--- config.mk ---
export PLATFORM = sky130hd
export DESIGN_NAME = seq_div8
export DESIGN_NICKNAME = d
export VERILOG_FILES = /design/src/rtl/seq_div8.sv
export SDC_FILE = /design/constraint.sdc
export NUM_CORES = 1
export LEC_CHECK = 0
export ABC_AREA = 1
export BUFFER_PORTS_ARGS = -buffer_cell sky130_fd_sc_hd__buf_2
export CELL_PAD_IN_SITES_DETAIL_PLACEMENT = 0
export CELL_PAD_IN_SITES_GLOBAL_PLACEMENT = 1
export CORE_ASPECT_RATIO = 1.25
export CORE_MARGIN = 10
export CORE_UTILIZATION = 35
export CTS_BUF_LIST = sky130_fd_sc_hd__clkbuf_4 sky130_fd_sc_hd__clkbuf_8
export CTS_CLUSTER_SIZE = 14
export DETAILED_ROUTE_END_ITERATION = 8
export GPL_TIMING_DRIVEN = 0
export PLACE_DENSITY_LB_ADDON = 0.1
export SLEW_MARGIN = 20
export SYNTH_ARGS = -nofsm -noshare
export SYNTH_HDL_FRONTEND = slang
export SYNTH_SLANG_ARGS = --single-unit
--- constraint.sdc ---
create_clock -name clk -period 2.3 [get_ports clk]
set_input_delay 0.46 -clock clk [delete_from_list [all_inputs] [get_ports clk]]
set_output_delay 0.46 -clock clk [all_outputs]
set_load 0.01 [all_outputs]
--- src/rtl/seq_div8.sv ---
// Iterative unsigned restoring divider: Q = A / B, R = A % B, one quotient bit per clock.
// start/done handshake; divide-by-zero completes in one cycle with Q = all ones, R = A.
module seq_div8 #(
   parameter int WIDTH = 8
) (
   input  logic             clk,
   input  logic             rst,
   input  logic             start,
   input  logic [WIDTH-1:0] A,
   input  logic [WIDTH-1:0] B,
   output logic [WIDTH-1:0] Q,
   output logic [WIDTH-1:0] R,
   output logic             busy,
   output logic             done,
   output logic             div_by_zero
);

   localparam int CW = $clog2(WIDTH) + 1;

   typedef enum logic [1:0] {
      S_IDLE = 2'd0,
      S_RUN  = 2'd1,
      S_DONE = 2'd2
   } state_t;

   state_t           state_q, state_d;
   logic [WIDTH-1:0] dq_q, dq_d;
   logic [WIDTH-1:0] rem_q, rem_d;
   logic [WIDTH-1:0] dvs_q, dvs_d;
   logic [CW-1:0]    cnt_q, cnt_d;
   logic [WIDTH-1:0] quo_q, quo_d;
   logic [WIDTH-1:0] res_q, res_d;
   logic             busy_q, busy_d;
   logic             done_q, done_d;
   logic             dbz_q, dbz_d;

   // Trial subtraction is one bit wider so a divisor above 2^(WIDTH-1) cannot overflow.
   logic [WIDTH:0]   shifted_s;
   logic [WIDTH:0]   diff_s;
   logic             ge_s;

   // State, datapath and output registers.
   always_ff @(posedge clk or posedge rst) begin
      if (rst) begin
         state_q <= S_IDLE;
         dq_q    <= {WIDTH{1'b0}};
         rem_q   <= {WIDTH{1'b0}};
         dvs_q   <= {WIDTH{1'b0}};
         cnt_q   <= {CW{1'b0}};
         quo_q   <= {WIDTH{1'b0}};
         res_q   <= {WIDTH{1'b0}};
         busy_q  <= 1'b0;
         done_q  <= 1'b0;
         dbz_q   <= 1'b0;
      end else begin
         state_q <= state_d;
         dq_q    <= dq_d;
         rem_q   <= rem_d;
         dvs_q   <= dvs_d;
         cnt_q   <= cnt_d;
         quo_q   <= quo_d;
         res_q   <= res_d;
         busy_q  <= busy_d;
         done_q  <= done_d;
         dbz_q   <= dbz_d;
      end
   end

   // Next-state, shift/subtract step and completion loading.
   always_comb begin
      state_d   = state_q;
      dq_d      = dq_q;
      rem_d     = rem_q;
      dvs_d     = dvs_q;
      cnt_d     = cnt_q;
      quo_d     = quo_q;
      res_d     = res_q;
      busy_d    = busy_q;
      done_d    = 1'b0;
      dbz_d     = dbz_q;
      shifted_s = {rem_q, dq_q[WIDTH-1]};
      diff_s    = shifted_s - {1'b0, dvs_q};
      ge_s      = (shifted_s >= {1'b0, dvs_q});

      case (state_q)
         S_IDLE: begin
            if (start) begin
               dq_d  = A;
               dvs_d = B;
               rem_d = {WIDTH{1'b0}};
               cnt_d = CW'(WIDTH);
               if (B != {WIDTH{1'b0}}) begin
                  state_d = S_RUN;
                  busy_d  = 1'b1;
               end else begin
                  state_d = S_DONE;
                  quo_d   = {WIDTH{1'b1}};
                  res_d   = A;
                  dbz_d   = 1'b1;
                  done_d  = 1'b1;
               end
            end else begin
               state_d = S_IDLE;
            end
         end
         S_RUN: begin
            rem_d = ge_s ? diff_s[WIDTH-1:0] : shifted_s[WIDTH-1:0];
            dq_d  = {dq_q[WIDTH-2:0], ge_s};
            cnt_d = cnt_q - CW'(1);
            if (cnt_q == CW'(1)) begin
               state_d = S_DONE;
               busy_d  = 1'b0;
               quo_d   = dq_d;
               res_d   = rem_d;
               dbz_d   = 1'b0;
               done_d  = 1'b1;
            end else begin
               state_d = S_RUN;
            end
         end
         S_DONE: begin
            state_d = S_IDLE;
         end
         default: begin
            state_d = S_IDLE;
            busy_d  = 1'b0;
         end
      endcase
   end

   assign Q           = quo_q;
   assign R           = res_q;
   assign busy        = busy_q;
   assign done        = done_q;
   assign div_by_zero = dbz_q;

endmodule

==> flow_metrics.env <==
export IMPL_core_mm2=0.00749
export IMPL_htree_num_levels=2
export IMPL_ctsHoldBuffers=0
export IMPL_core_rowCount=35
export IMPL_cp_common_cell="nand2_1"
export IMPL_grt_util_all_layers_pct=12.4
export IMPL_syn_nets=389
export IMPL_synth_seq_cells=48
export IMPL_synth_area_leaders="dfrtp_1, nand2_1, inv_1"
export IMPL_dr_pass1_iters=4
export IMPL_pre_cts_slack_ns=0.283
export IMPL_fin_crit_ns=1.99
export IMPL_post_cts_resized=0
export IMPL_worst_slew_pin_slew_ns=0.392
export IMPL_overflow=0
export IMPL_antenna_found_initial=0
export IMPL_antenna_cells=0
export IMPL_drtIter0Drc=84
export IMPL_hpwl_um=5700
export IMPL_power_leakage_nw=1.72
export IMPL_fmax_ghz=0.504
export IMPL_die_w_um=98.9
export IMPL_worstSetupEndpointType="flip-flop"
export IMPL_grt_setup_unrepaired="no"
export IMPL_grt_pass1_wl_um=12000
export IMPL_grt_max_degree=33
export IMPL_crit_type="flip-flop to flip-flop"
export IMPL_critical_path_cell_chain="ha_1 > nand2_1 > inv_1 > nand2_1 > nand2_1 > nand2_1 > nand4_2 > nand3_1 > nand3_1 > nand2_1 > inv_1"
export IMPL_slew_violations=0
export IMPL_cts_path_max_buffers=2
export IMPL_yosysTopAreaCell="dfrtp_1"
export IMPL_port_buffers=37
export IMPL_hp_class="input pin to asynchronous set/reset pin"
export IMPL_worst_setup_path_start_kind="flip-flop"
export IMPL_drive_gt1_share_pct=18.1
export IMPL_relSlewSlack_pct=73.8
export IMPL_crit_path_top_delay_cell="dfrtp_1"
export IMPL_postRouteAntennaNets=0
export IMPL_whs_ns=0.124
export IMPL_die_area_mm2=0.0117
export IMPL_synth_distinct_cells=30
export IMPL_clock_skew_final_ns=0.0112
export IMPL_yosys_warnings=0
export IMPL_cp_max_fo=10
export IMPL_critPathMaxStageDelay_ns=0.43
export IMPL_cts_made_buffers=5
export IMPL_clk_pin_slew_worst_paths_ns=0.09
export IMPL_synth_top_area_share_pct=44.1
export IMPL_post_cts_setup_buffer_count=0
export IMPL_die_h_um=119
export IMPL_layout_nets=434
export IMPL_setup_slack_ns=0.314
export IMPL_cp_arrival_ns=2.19
export IMPL_hold_viol=0
export IMPL_viasPerCell=4.78
export IMPL_syn_inst=359
export IMPL_io_pins=38
export IMPL_syn_to_final_growth_pct=15.4
export IMPL_clk_latency_ns=0.30
export IMPL_irDropWorstVdd_uv=764
export IMPL_powerDensity_mw_per_mm2=1600
export IMPL_vias=2368
export IMPL_status="complete, no violations"
export IMPL_ys_seq_area_share_pct=44.1
export IMPL_start_util_pct=36.4
export IMPL_drc_errors=0
export IMPL_wl_per_cell_um=14.5
export IMPL_grt_pass1_vias=2475
export IMPL_synth_cell_area_mm2=0.00273
export IMPL_drv_cap=0
export IMPL_syn_avg_cell_area_um2=7.59
export IMPL_clock_sinks=48
export IMPL_cts_tree="done"
export IMPL_routed_wl_um=7160
export IMPL_fin_crit_sh_pct=86.3
export IMPL_worst_ep_required_time_ns=2.50
export IMPL_place_gp_congestion=0.798
export IMPL_root_buffer="clkbuf_8"
export IMPL_setup_viol=0
## cell families (layout without fill, tap and decap cells)
group           after synthesis  after routing  synth area share [%]
flops                        48             48                  44.1
simple gates                174            174                  29.3
buf+inv                      79            123                  11.7
compound gates               44             44                  8.63
fa+ha+maj                    11             11                  5.32
xor+xnor                      3              3                 0.964
## per-layer routing
metal	part of all wire, %	GRT usage (%)	vias to the layer above
met5	0	0	-
met4	1.6	4.04	0
met3	2.4	2.56	8
met2	52	22.2	21
met1	44	14.2	1110
li1	-	-	1229
## cells in the mapped netlist, drive strengths merged
| library cell | number |
|---|---|
| nand2 | 89 |
| inv | 69 |
| dfrtp | 48 |
| nand3 | 32 |
| nor2 | 29 |
| o21ai | 28 |
| nand4 | 15 |
| ha | 10 |
| or2 | 9 |
| a31oi | 7 |
| buf | 7 |
| a21oi | 6 |
| clkbuf | 2 |
| o211ai | 2 |
| xor2 | 2 |
| clkinv | 1 |
| fa | 1 |
| o22ai | 1 |
| xnor2 | 1 |
## path summary, 6_finish.rpt
check / from / to / slack (ns) / cells after the start
hold reg to reg: Q[0] / Q[0] / 0.48 / 2
setup / recovery: rem_q[2] / R[2] / 0.31 / 11
hold / removal: rst / state_q[0] / 0.12 / 2
setup reg to reg: rem_q[2] / R[2] / 0.31 / 11
max in group asynchronous: rst / R[7] / 1.65 / 3
min in group clk: B[1] / dvs_q[1] / 0.43 / 3
## flip-flops by register name, indices dropped and copies added (netlist names)
name and count:
div_by_zero 1, busy 1, rem_q 8, R 8, done 1, cnt_q 4
dvs_q 8, Q 8, dq_q 8, state_q 1
## worst max-delay path: cells and delay by family (launching register included)
family	cells	cell delay, ns
buf+inv	2	0.09
simple gates	8	1.01
flops	1	0.43
fa+ha+maj	1	0.38
## cell type report
cell class / instances / area (µm²)
Sequential cell: 48 / 1200
Buffer: 9 / 57.6
Clock inverter: 1 / 30.0
Timing Repair Buffer: 38 / 205
Inverter: 70 / 263
Tap cell: 92 / 115
Fill cell: 823 / 4340
Clock buffer: 5 / 68.8
Multi-Input combinational cell: 232 / 1200
## cell usage in the layout (no fill, tap or decap), drive strengths merged
cell     n
a21oi    6
a31oi    7
buf     45
bufinv   1
clkbuf   7
clkinv   1
dfrtp   48
fa       1
ha      10
inv     69
nand2   89
nand3   32
nand4   15
nor2    29
o211ai   2
o21ai   28
o22ai    1
or2      9
xnor2    1
xor2     2
## per-stage QoR
step	TNS [ns]	instance area, µm²	power, W	instances	util, %
final	0	3150	0.00504	495	42.0
after global routing	0	3150	0.00563	495	42.0
after CTS	0	3150	0.00512	495	42.0
after detailed placement	0	3050	0.00452	489	40.7
after global placement	-2.60	3030	0.00450	488	40.4
after floorplan	0	2730	0.00366	359	-
## report_power, final
part	total, W	switching (W)	internal (W)
Sequential	0.00147	0.000220	0.00125
Combinational	0.00299	0.00191	0.00108
Clock	0.000584	0.000271	0.000312
(Power assumes the default switching activity.)
